--- config.mk ---
export PLATFORM = sky130hd
export DESIGN_NAME = pipelined_addsub
export DESIGN_NICKNAME = d
export VERILOG_FILES = /design/src/rtl/pipelined_addsub_pkg.sv /design/src/rtl/pipelined_addsub_rca_chunk.sv /design/src/rtl/pipelined_addsub.sv
export SDC_FILE = /design/constraint.sdc
export NUM_CORES = 1
export LEC_CHECK = 0
export CAP_MARGIN = 20
export CORE_AREA = 3 3 310 312
export CTS_BUF_LIST = sky130_fd_sc_hd__clkbuf_8
export DETAILED_ROUTE_END_ITERATION = 8
export DIE_AREA = 0 0 313 315
export PLACE_DENSITY = 0.42
export SYNTH_ARGS = -nofsm -noshare
export SYNTH_HDL_FRONTEND = slang
export SYNTH_SLANG_ARGS = --single-unit
--- constraint.sdc ---
create_clock -name clk -period 17.5 [get_ports clk]
set_input_delay 4.375 -clock clk [delete_from_list [all_inputs] [get_ports clk]]
set_output_delay 4.375 -clock clk [all_outputs]
set_load 0.01 [all_outputs]
--- src/rtl/pipelined_addsub_pkg.sv ---
// Shared types, constants and helpers for the pipelined adder/subtractor.
// The mode encoding and the stage-valid reset value are used by the top level.
package pipelined_addsub_pkg;

  typedef enum logic {
    MODE_ADD = 1'b0,
    MODE_SUB = 1'b1
  } mode_e;

  localparam logic PIPE_STAGE_VALID_RESET = 1'b0;

  // Majority function: the carry out of one full-adder cell.
  function automatic logic fa_carry(input logic x, input logic y, input logic z);
    return (x & y) | (x & z) | (y & z);
  endfunction

  // A split is only legal if every carry chunk has the same width.
  function automatic bit legal_split(input int n, input int s);
    return (s >= 1) && (n >= s) && ((n % s) == 0);
  endfunction

endpackage

--- src/rtl/pipelined_addsub_rca_chunk.sv ---
// Combinational W-bit ripple-carry chunk built from full-adder cells.
// c_msb_in exposes the carry into the top bit so the top level can derive signed overflow.
module rca_chunk
  import pipelined_addsub_pkg::*;
#(
  parameter int W = 25
) (
  input  logic [W-1:0] a,
  input  logic [W-1:0] b,
  input  logic         ci,
  output logic [W-1:0] s,
  output logic         co,
  output logic         c_msb_in
);

  logic [W:0] c;

  always_comb begin
    c    = '0;
    s    = '0;
    c[0] = ci;
    for (int i = 0; i < W; i++) begin
      s[i]   = a[i] ^ b[i] ^ c[i];
      c[i+1] = fa_carry(a[i], b[i], c[i]);
    end
  end

  assign co       = c[W];
  assign c_msb_in = c[W-1];

endmodule

--- src/rtl/pipelined_addsub.sv ---
// Pipelined N-bit adder/subtractor: S ripple chunks, one register stage per chunk,
// with a single global stall enable driven by the output handshake.
module pipelined_addsub
  import pipelined_addsub_pkg::*;
#(
  parameter int N = 100,
  parameter int S = 4
) (
  input  logic         clk,
  input  logic         reset,
  input  logic         in_valid,
  output logic         in_ready,
  input  logic [N-1:0] a,
  input  logic [N-1:0] b,
  input  logic         cin,
  input  logic         mode,
  output logic         out_valid,
  input  logic         out_ready,
  output logic [N-1:0] sum,
  output logic         cout,
  output logic         ovf
);

  localparam int W = N / S;

  if (!legal_split(N, S)) begin : g_bad_split
    $error("pipelined_addsub: N must be a non-zero multiple of S");
  end

  logic         stage_en;
  logic [N-1:0] b_eff;
  logic         c_eff;

  // Per-stage registers: index k holds the op after chunk k has been added.
  logic [S-1:0]        vld_q, vld_d;
  logic [S-1:0]        cy_q, cy_d;
  logic [S-1:0]        cm_q, cm_d;
  logic [S-1:0][N-1:0] a_q, a_d;
  logic [S-1:0][N-1:0] b_q, b_d;
  logic [S-1:0][N-1:0] sum_q, sum_d;

  logic [W-1:0] ch_a  [S];
  logic [W-1:0] ch_b  [S];
  logic [W-1:0] ch_s  [S];
  logic         ch_ci [S];
  logic         ch_co [S];
  logic         ch_cm [S];

  assign stage_en = ~vld_q[S-1] | out_ready;
  assign in_ready = stage_en;

  always_comb begin
    b_eff = b;
    c_eff = cin;
    if (mode == MODE_SUB) begin
      b_eff = ~b;
      c_eff = 1'b1;
    end
  end

  for (genvar k = 0; k < S; k++) begin : g_chunk
    if (k == 0) begin : g_first
      assign ch_a[k]  = a[W-1:0];
      assign ch_b[k]  = b_eff[W-1:0];
      assign ch_ci[k] = c_eff;
    end else begin : g_rest
      assign ch_a[k]  = a_q[k-1][k*W +: W];
      assign ch_b[k]  = b_q[k-1][k*W +: W];
      assign ch_ci[k] = cy_q[k-1];
    end

    rca_chunk #(.W(W)) u_rca (
      .a        (ch_a[k]),
      .b        (ch_b[k]),
      .ci       (ch_ci[k]),
      .s        (ch_s[k]),
      .co       (ch_co[k]),
      .c_msb_in (ch_cm[k])
    );
  end

  // Bubbles shift through exactly like data; nothing moves unless the whole pipe can.
  always_comb begin
    vld_d = vld_q;
    cy_d  = cy_q;
    cm_d  = cm_q;
    a_d   = a_q;
    b_d   = b_q;
    sum_d = sum_q;
    if (stage_en) begin
      vld_d[0]         = in_valid;
      a_d[0]           = a;
      b_d[0]           = b_eff;
      sum_d[0]         = '0;
      sum_d[0][W-1:0]  = ch_s[0];
      cy_d[0]          = ch_co[0];
      cm_d[0]          = ch_cm[0];
      for (int k = 1; k < S; k++) begin
        vld_d[k]            = vld_q[k-1];
        a_d[k]              = a_q[k-1];
        b_d[k]              = b_q[k-1];
        sum_d[k]            = sum_q[k-1];
        sum_d[k][k*W +: W]  = ch_s[k];
        cy_d[k]             = ch_co[k];
        cm_d[k]             = ch_cm[k];
      end
    end
  end

  always_ff @(posedge clk) begin
    if (reset) begin
      vld_q <= {S{PIPE_STAGE_VALID_RESET}};
      cy_q  <= '0;
      cm_q  <= '0;
      a_q   <= '0;
      b_q   <= '0;
      sum_q <= '0;
    end else begin
      vld_q <= vld_d;
      cy_q  <= cy_d;
      cm_q  <= cm_d;
      a_q   <= a_d;
      b_q   <= b_d;
      sum_q <= sum_d;
    end
  end

  assign out_valid = vld_q[S-1];
  assign sum       = sum_q[S-1];
  assign cout      = cy_q[S-1];
  assign ovf       = cm_q[S-1] ^ cy_q[S-1];

  // Operand copies in the last stage and the early carry-into-MSB bits are never consumed.
  logic unused_bits;
  assign unused_bits = ^{a_q[S-1], b_q[S-1], cm_q};

endmodule

==> results of run 1 <==
==> power breakdown <==
part / internal [W] / switching [W] / total, W
Combinational: 0.000152 / 0.000152 / 0.000304
Clock: 0.000732 / 0.000564 / 0.00130
Sequential: 0.00136 / 0.0000521 / 0.00141
Total: 0.00225 / 0.000768 / 0.00301
==> placed cells by master (no fill, tap or decap), types with 6 or more instances in the layout <==
cell type                           n
sky130_fd_sc_hd__nand2_1          904
sky130_fd_sc_hd__dfxtp_1          559
sky130_fd_sc_hd__a21oi_1          452
sky130_fd_sc_hd__clkdlybuf4s50_1  307
sky130_fd_sc_hd__clkbuf_8         135
sky130_fd_sc_hd__nor2_1           108
sky130_fd_sc_hd__fa_1             100
sky130_fd_sc_hd__xnor2_1           95
sky130_fd_sc_hd__a211oi_2          95
sky130_fd_sc_hd__inv_1             73
sky130_fd_sc_hd__buf_4             15
sky130_fd_sc_hd__a211oi_1          11
sky130_fd_sc_hd__clkinv_2          11
sky130_fd_sc_hd__diode_2            6
sky130_fd_sc_hd__xor2_1             6
==> logic make-up (layout without fill, tap and decap cells) <==
kind of cell	count (synthesis)	count (layout)	share of synthesized area, %
AND/OR/NAND/NOR	1014	1014	16.3
flip-flops	559	559	48.0
AO/OA/AOI/OAI	558	558	15.1
buffers and inverters	343	554	8.16
XOR/XNOR	101	101	3.79
adder cells (fa/ha/maj)	100	100	8.58
other	0	6	0
==> registers in the layout (all words and copies together) (netlist names) <==
| register | flops |
|---|---|
| vld_q | 4 |
| sum_q | 150 |
| cy_q | 4 |
| b_q | 150 |
| a_q | 150 |
| sum | 100 |
| cm_q | 1 |
==> through the flow <==
step	total power (W)	instance area, sq um	hold WS, ns	std cells
global placement	0.00175	26400	0.438	3958
CTS	0.00309	28600	0.428	4140
finish	0.00301	28600	0.437	4146
detailed placement	0.00175	26400	0.444	3958
floorplan	0.00162	23300	0.432	2675
global route	0.00318	28600	0.457	4144
==> path summary, 6_finish.rpt <==
| path | startpoint | endpoint | slack [ns] | depth (start not counted) |
|---|---|---|---|---|
| setup / recovery | mode | sum_q[24] | 2.22 | 31 |
| hold / removal | sum_q[203] | sum[3] | 0.44 | 2 |
| setup reg to reg | a_q[275] | sum[99] | 6.73 | 29 |
| hold reg to reg | sum_q[203] | sum[3] | 0.44 | 2 |
==> Yosys cell counts, drive strengths merged <==
cell type | count | share of area [%]
nand2 | 904 | 15
dfxtp | 559 | 48
a21oi | 452 | 9.7
buf | 220 | 6.2
nor2 | 108 | 1.7
a211oi | 106 | 5.5
fa | 100 | 8.6
xnor2 | 95 | 3.6
clkbuf | 77 | 1.2
inv | 46 | 0.74
xor2 | 6 | 0.23
nor2b | 1 | 0.027
or2 | 1 | 0.027
==> worst max-delay path, delay by kind of cell <==
kind / cells / cell delay (ns)
simple gates: 1 / 0.07
compound gates: 1 / 0.08
fa+ha+maj: 25 / 10.33
xor+xnor: 1 / 0.23
buf+inv: 3 / 0.63
==> routing by layer <==
metal / share of wire, % / global-route usage (%) / routed length, um
met5: 0 / 0 / 0
met4: 1.9 / 3.99 / 1170
met3: 5.4 / 3.24 / 3410
met2: 46 / 20.6 / 29400
met1: 46 / 16.5 / 29300
==> cell type report <==
type | instances | area [sq um] | share of cell area [%]
sequential | 559 | 11200 | 39.1
clock buffer | 135 | 1860 | 6.50
antenna | 6 | 15.0 | 0.0525
tap | 1254 | 1570 | 5.49
clock inverter | 47 | 300 | 1.05
timing repair buffer | 326 | 3250 | 11.4
inverter | 46 | 180 | 0.630
multi-input combinational | 1773 | 10200 | 35.8
==> results.md, run 1 <==
- The flow ran to the end, and the final reports show no timing, DRC or antenna violations.
- After detailed routing, the total wire length is 63.3 mm.
- On the worst path, the slowest cell contributes a delay of around 0.5 ns.
- The final-report max-slew violation count was 0.
- The clock skew is 0.0319 ns.
- The total DRC errors in the routed layout is 0.
- Across all layers, the routed design uses ~17000 vias.
- The final-report hold violation count came to 0.
- The initial antenna violation count came to 6.
- The root buffer cell is sky130_fd_sc_hd__clkbuf_8.
- Yosys mapped the design onto 18 distinct sky130hd cell types.
- The sum of net half-perimeters after detailed placement is 40.7 mm.
- After the last flow step, the layout net total stands at between 3000 and 4000.
- The count of instances resized after the clock tree is built is 0.
- The area of the core is 0.0933 sq mm.
- The peak fanout along the critical path is between 50 and 60.
- From synthesis to final layout, the design area changed by 22.6%.
- After detailed routing, the number of vias per cell comes to approximately 4.2.
- In the synthesized netlist, the number of instances is roughly 2700.
- The tightest min-delay check is of the reg2reg type.
- The die is between 300 and 400 um wide.
- The count of maximum capacitance violations is 0.
- For this design the top-level I/O count stands at 310.
- Counting along the longest clock path gives a buffer depth of 3.
- Counting I/O delays and the setup requirement, the final critical path takes about 15 ns.
- The number of detailed-route iterations in the first pass is 5.
- Across all setup checks in the final design, the least slack found is about 2.2 ns.
- The maximum clock rate is between 0.06 and 0.07 GHz.
- The final core utilization is between 30% and 40%.
- For the worst setup path, the data required time is 18.03 ns.
- For this run, the register share of the synthesized area comes to a little under half.
- TritonCTS created ~100 clock buffers.
- Data on the critical path arrives at its endpoint at ~16 ns.
- Fill cells in the final layout number approximately 10000.
- Hold repair after CTS inserted 0 buffers.
- Routability-driven placement finished with a final weighted congestion of 0.781.
- VDD sags by at most 0.0000492 V.
- The static leakage is 10.8 nW.
- The average instance in the mapped netlist occupies slightly below 9 sq um.
- In this run the tightest slew margin relative to its limit is approximately a quarter.
- The wire length of the first global-routing pass is between 100 and 150 mm.
- For the final routed database, the setup TNS stands at 0 ns.
- Power spread over the standard cell area amounts to between 100 and 150 mW/mm^2.
- The ratio of cells with drive above 1 in the final layout is a little under a tenth.
- Summing every instance area after synthesis gives about 0.023 sq mm.
- The number of setup buffers added after CTS is 0.
- The clock-pin slew of the registers on the worst-case setup and hold paths is roughly 0.060 ns.
- The initial core utilization is between 20% and 30%.
- In this run the remaining antenna-violating nets after routing total 0.
- Entering global routing, the biggest net connects 184 pins.
- The sink count of the clock tree is 559.
- The H-tree generated during clock tree synthesis spans 3 levels.
- The category of the critical setup timing path is in2reg.
- The synthesis warning total is 0.
- TritonCTS built the clock tree.
- The clock latency reported for the late side of the worst-skew pair is just under 0.7 ns.
- The total overflow reported by the global router is 0.
- The via count of the first global-routing pass was 18100.
- Setup violations remaining at the end of the flow were counted as 0.
- The pin slew with the least headroom to its limit is between 1 and 1.5 ns.
- Prior to clock tree synthesis, the placed netlist has a worst setup slack of between 1 and 1.5 ns.
- Dividing the detail-routed wire length by the instance count gives 15.3 um.
- The number of DRC violations after detailed-routing iteration 0 is 1059.
- The floorplan step set the die height to between 300 and 400 um.
- The die outline area is between 0.09 and 0.1 sq mm.
- The most frequent cell on the critical path is sky130_fd_sc_hd__fa_1.
- For this design, the slowest cell found on the critical path is sky130_fd_sc_hd__buf_6.
- The critical path startpoint category is a primary input.
- The worst setup path is captured at a flop.
- The final critical path takes up just under 90% of the cycle.
- The net count after synthesis is around 3000.
- Setup repair after global routing left no endpoint under its margin.
- The number of synthesized register bits is roughly 560.
- Row generation in the floorplan step produced 112 rows.
- The number of port buffers is roughly 310.
- The combined global-route utilization of all metal layers is between 10% and 20%.
Note: power is estimated with default switching activity, not from simulation.
==> run 2: changes to the inputs <==
Settings changed: SLEW_MARGIN set to 20.
==> run 2 against run 1 <==
Compared with the run above: die area unchanged; final area about the same; clock skew shrank 0.0022 ns; sequential power hardly changed.
==> results.md, run 2 (synthesized netlist as in run 1, its figures left out) <==
- The critical path startpoint category is a primary input (unchanged).
- The height of the die was 315 um (unchanged).
- The final-report max-slew violation count was 0 (unchanged).
- The final weighted congestion in routability-driven placement is 0.781 (unchanged).
- The register cell area after layout is 0.0112 sq mm (unchanged).
- The static leakage came to 10.8 nW (about the same).
- The fill cell instance count of the final layout is 9998 (was 10000).
- The area growth from synthesis to layout is 22.7% (was 22.6%).
- The CTS tree is built (unchanged).
- The wire length of the first global-routing pass was 101 mm (unchanged).
- The TritonCTS buffer count is 103 (unchanged).
- The maximum clock rate is 0.0655 GHz (about the same).
- The die outline area is 0.0986 sq mm (unchanged).
- The number of DRC violations after detailed-routing iteration 0 is 1075 (was 1059).
- The top-level port count is 310 (unchanged).
- The clock-pin slew of the registers on the worst-case setup and hold paths is 0.05 ns (was 0.06 ns).
- The via count of the first global-routing pass was 18100 (unchanged).
- Commonest cells after routing, fill and taps aside: sky130_fd_sc_hd__nand2_1, sky130_fd_sc_hd__dfxtp_1, sky130_fd_sc_hd__a21oi_1, sky130_fd_sc_hd__clkdlybuf4s50_1, sky130_fd_sc_hd__clkbuf_8 (unchanged).
- The required time at the worst-slack endpoint is 18.03 ns (about the same).
- The peak fanout along the critical path is 54 (unchanged).
- The number of standard cells in the final layout excluding fillers came to 4147 (was 4146).
- The count of instances resized after the clock tree is built is 0 (unchanged).
- The sum of negative setup slack is 0 ns (unchanged).
- The CTS H-tree depth is 3 (unchanged).
- The total overflow reported by the global router came to 0 (unchanged).
- The type of element capturing the critical path is a flop (unchanged).
- The count of maximum capacitance violations is 0 (unchanged).
- The maximum clock path buffer count is 3 (unchanged).
- The ratio of cells with drive above 1 in the final layout came to 9.42% (was 9.39%).
- The number of port buffers is 309 (unchanged).
- The average wire length per cell after detail routing was 15.3 um (about the same).
- The most common library cell in the layout ignoring fill and taps is sky130_fd_sc_hd__nand2_1 (unchanged).
- Setup repair after global routing missed its margin: false (unchanged).
- The power per unit of standard cell area came to 105 mW/mm^2 (about the same).
- The worst-case reg-to-reg path depth is 29 (unchanged).
- The sum of net half-perimeters after detailed placement is 40.7 mm (unchanged).
- The clock latency reported for the late side of the worst-skew pair came to 0.69 ns (about the same).
- The combined global-route utilization of all metal layers is 12.7% (unchanged).
- The pin slew with the least headroom to its limit was 1.05 ns (was 1.11 ns).
- The fraction of the cycle the final worst path needs is 87.3% (about the same).
- The initial antenna violation count is 6 (unchanged).
- The worst ir drop on vdd is 0.0000495 V (was 0.0000492 V).
- The largest stage delay on the critical path is 0.49 ns (about the same).
- The via total after detailed routing is 17300 (about the same).
- The final layout net count came to 3116 (was 3115).
- The category of the critical setup timing path is in2reg (unchanged).
- The number of buffers added to fix hold violations after cts was 0 (unchanged).
- The die width was 313 um (unchanged).
- The initial core utilization came to 25.0% (unchanged).
- The final-report hold violation count came to 0 (unchanged).
- The final-report setup violation count came to 0 (unchanged).
- The worst hold-check path type is reg2reg (unchanged).
- The worst hold margin was 0.438 ns (was 0.437 ns).
- The tightest slew margin relative to the limit is 29.8% (was 26.1%).
- The clock skew came to 0.0297 ns (was 0.0319 ns).
- The post-detailed-route via-to-cell ratio is 4.17 (about the same).
- The minimum clock period is 15.28 ns (about the same).
- The number of placed instances with taps included is 3958 (unchanged).
- The number of nets still failing antenna checks after routing is 0 (unchanged).
- The number of setup buffers added after CTS is 0 (unchanged).
- Regs by FF count: a_q (150), b_q (150), sum_q (150) (unchanged).
- The final wirelength is 63.3 mm (unchanged).
- The number of standard-cell rows in the floorplan is 112 (unchanged).
- The number of detailed-route iterations in the first pass is 5 (unchanged).
- Result of the run: completed (unchanged).
- The final core utilization is 30.7% (was 30.6%).
- The data arrival at the endpoint of the critical path is 15.80 ns (about the same).
- The sink count of the clock tree came to 559 (unchanged).
- The most frequent cell on the critical path is sky130_fd_sc_hd__fa_1 (unchanged).
- The total DRC errors in the routed layout is 0 (unchanged).
- The slowest library cell on the worst path is sky130_fd_sc_hd__buf_6 (unchanged).
- The largest net degree at the start of global routing is 184 (unchanged).
- The total area of multi-input combinational cells is 0.0102 sq mm (unchanged).
- The area of the core came to 0.0933 sq mm (unchanged).
- The root buffer cell is sky130_fd_sc_hd__clkbuf_8 (unchanged).
- The hold-critical path depth is 2 (unchanged).
## run 2: cell types whose count changed in the layout (fill, tap and decap cells not counted), sizes merged
cell,change
buf,+1
## run 2: final timing paths
| check | endpoint | start | slack, ns |
|---|---|---|---|
| hold reg to reg | sum[3] | sum_q[203] | 0.44 |
| setup / recovery | sum_q[24] | mode | 2.22 |
| hold / removal | sum[3] | sum_q[203] | 0.44 |
| setup reg to reg | sum[99] | a_q[275] | 6.72 |
## run 2: metal layers
layer	part of all wire [%]	up-vias	GRT usage, %
met2	46	312	20.6
met3	5.3	77	3.24
met5	0	-	0
li1	-	8748	-
met1	46	8167	16.5
met4	1.8	0	3.99
## run 2: metrics by stage
stage                     power, W  area, sq um  setup slack (ns)
final                      0.00302        28600              2.22
after global routing       0.00318        28600              1.77
after CTS                  0.00309        28600              2.22
after detailed placement   0.00175        26400              1.47
after global placement     0.00175        26400              1.51
after floorplan            0.00162        23300              2.43
## run 2: worst max-delay path, delay by kind of cell
| family | cells | cell delay (ns) |
|---|---|---|
| AOI/OAI and AO/OA | 1 | 0.08 |
| xor gates and xnor gates | 1 | 0.23 |
| adders and majority gates | 25 | 10.33 |
| buffers and inverters | 3 | 0.63 |
| and+or+nand+nor | 1 | 0.07 |
## run 2: area by class of cell
type                    instances  share of cell area, %
flip-flops and latches        559                   39.1
multi-input cells            1773                   35.8
repair buffers                327                   11.5
clock buffers                 135                   6.49
well taps                    1254                   5.48
clock inverters                47                   1.05
inverters                      46                  0.629
diodes                          6                 0.0524
## run 2: where the power goes
| part | leakage (nW) | switching, W | internal, W |
|---|---|---|---|
| registers | 4.60 | 0.0000520 | 0.00136 |
| logic | 4.94 | 0.000152 | 0.000153 |
| clock network | 1.23 | 0.000565 | 0.000732 |
==> run 3: changes to the inputs <==
Settings changed: CAP_MARGIN 20 to unset, CTS_CLUSTER_DIAMETER set to 200.
==> results of run 3 <==
Same layout as run 2: the final DEF is identical, and so are final timing and power.
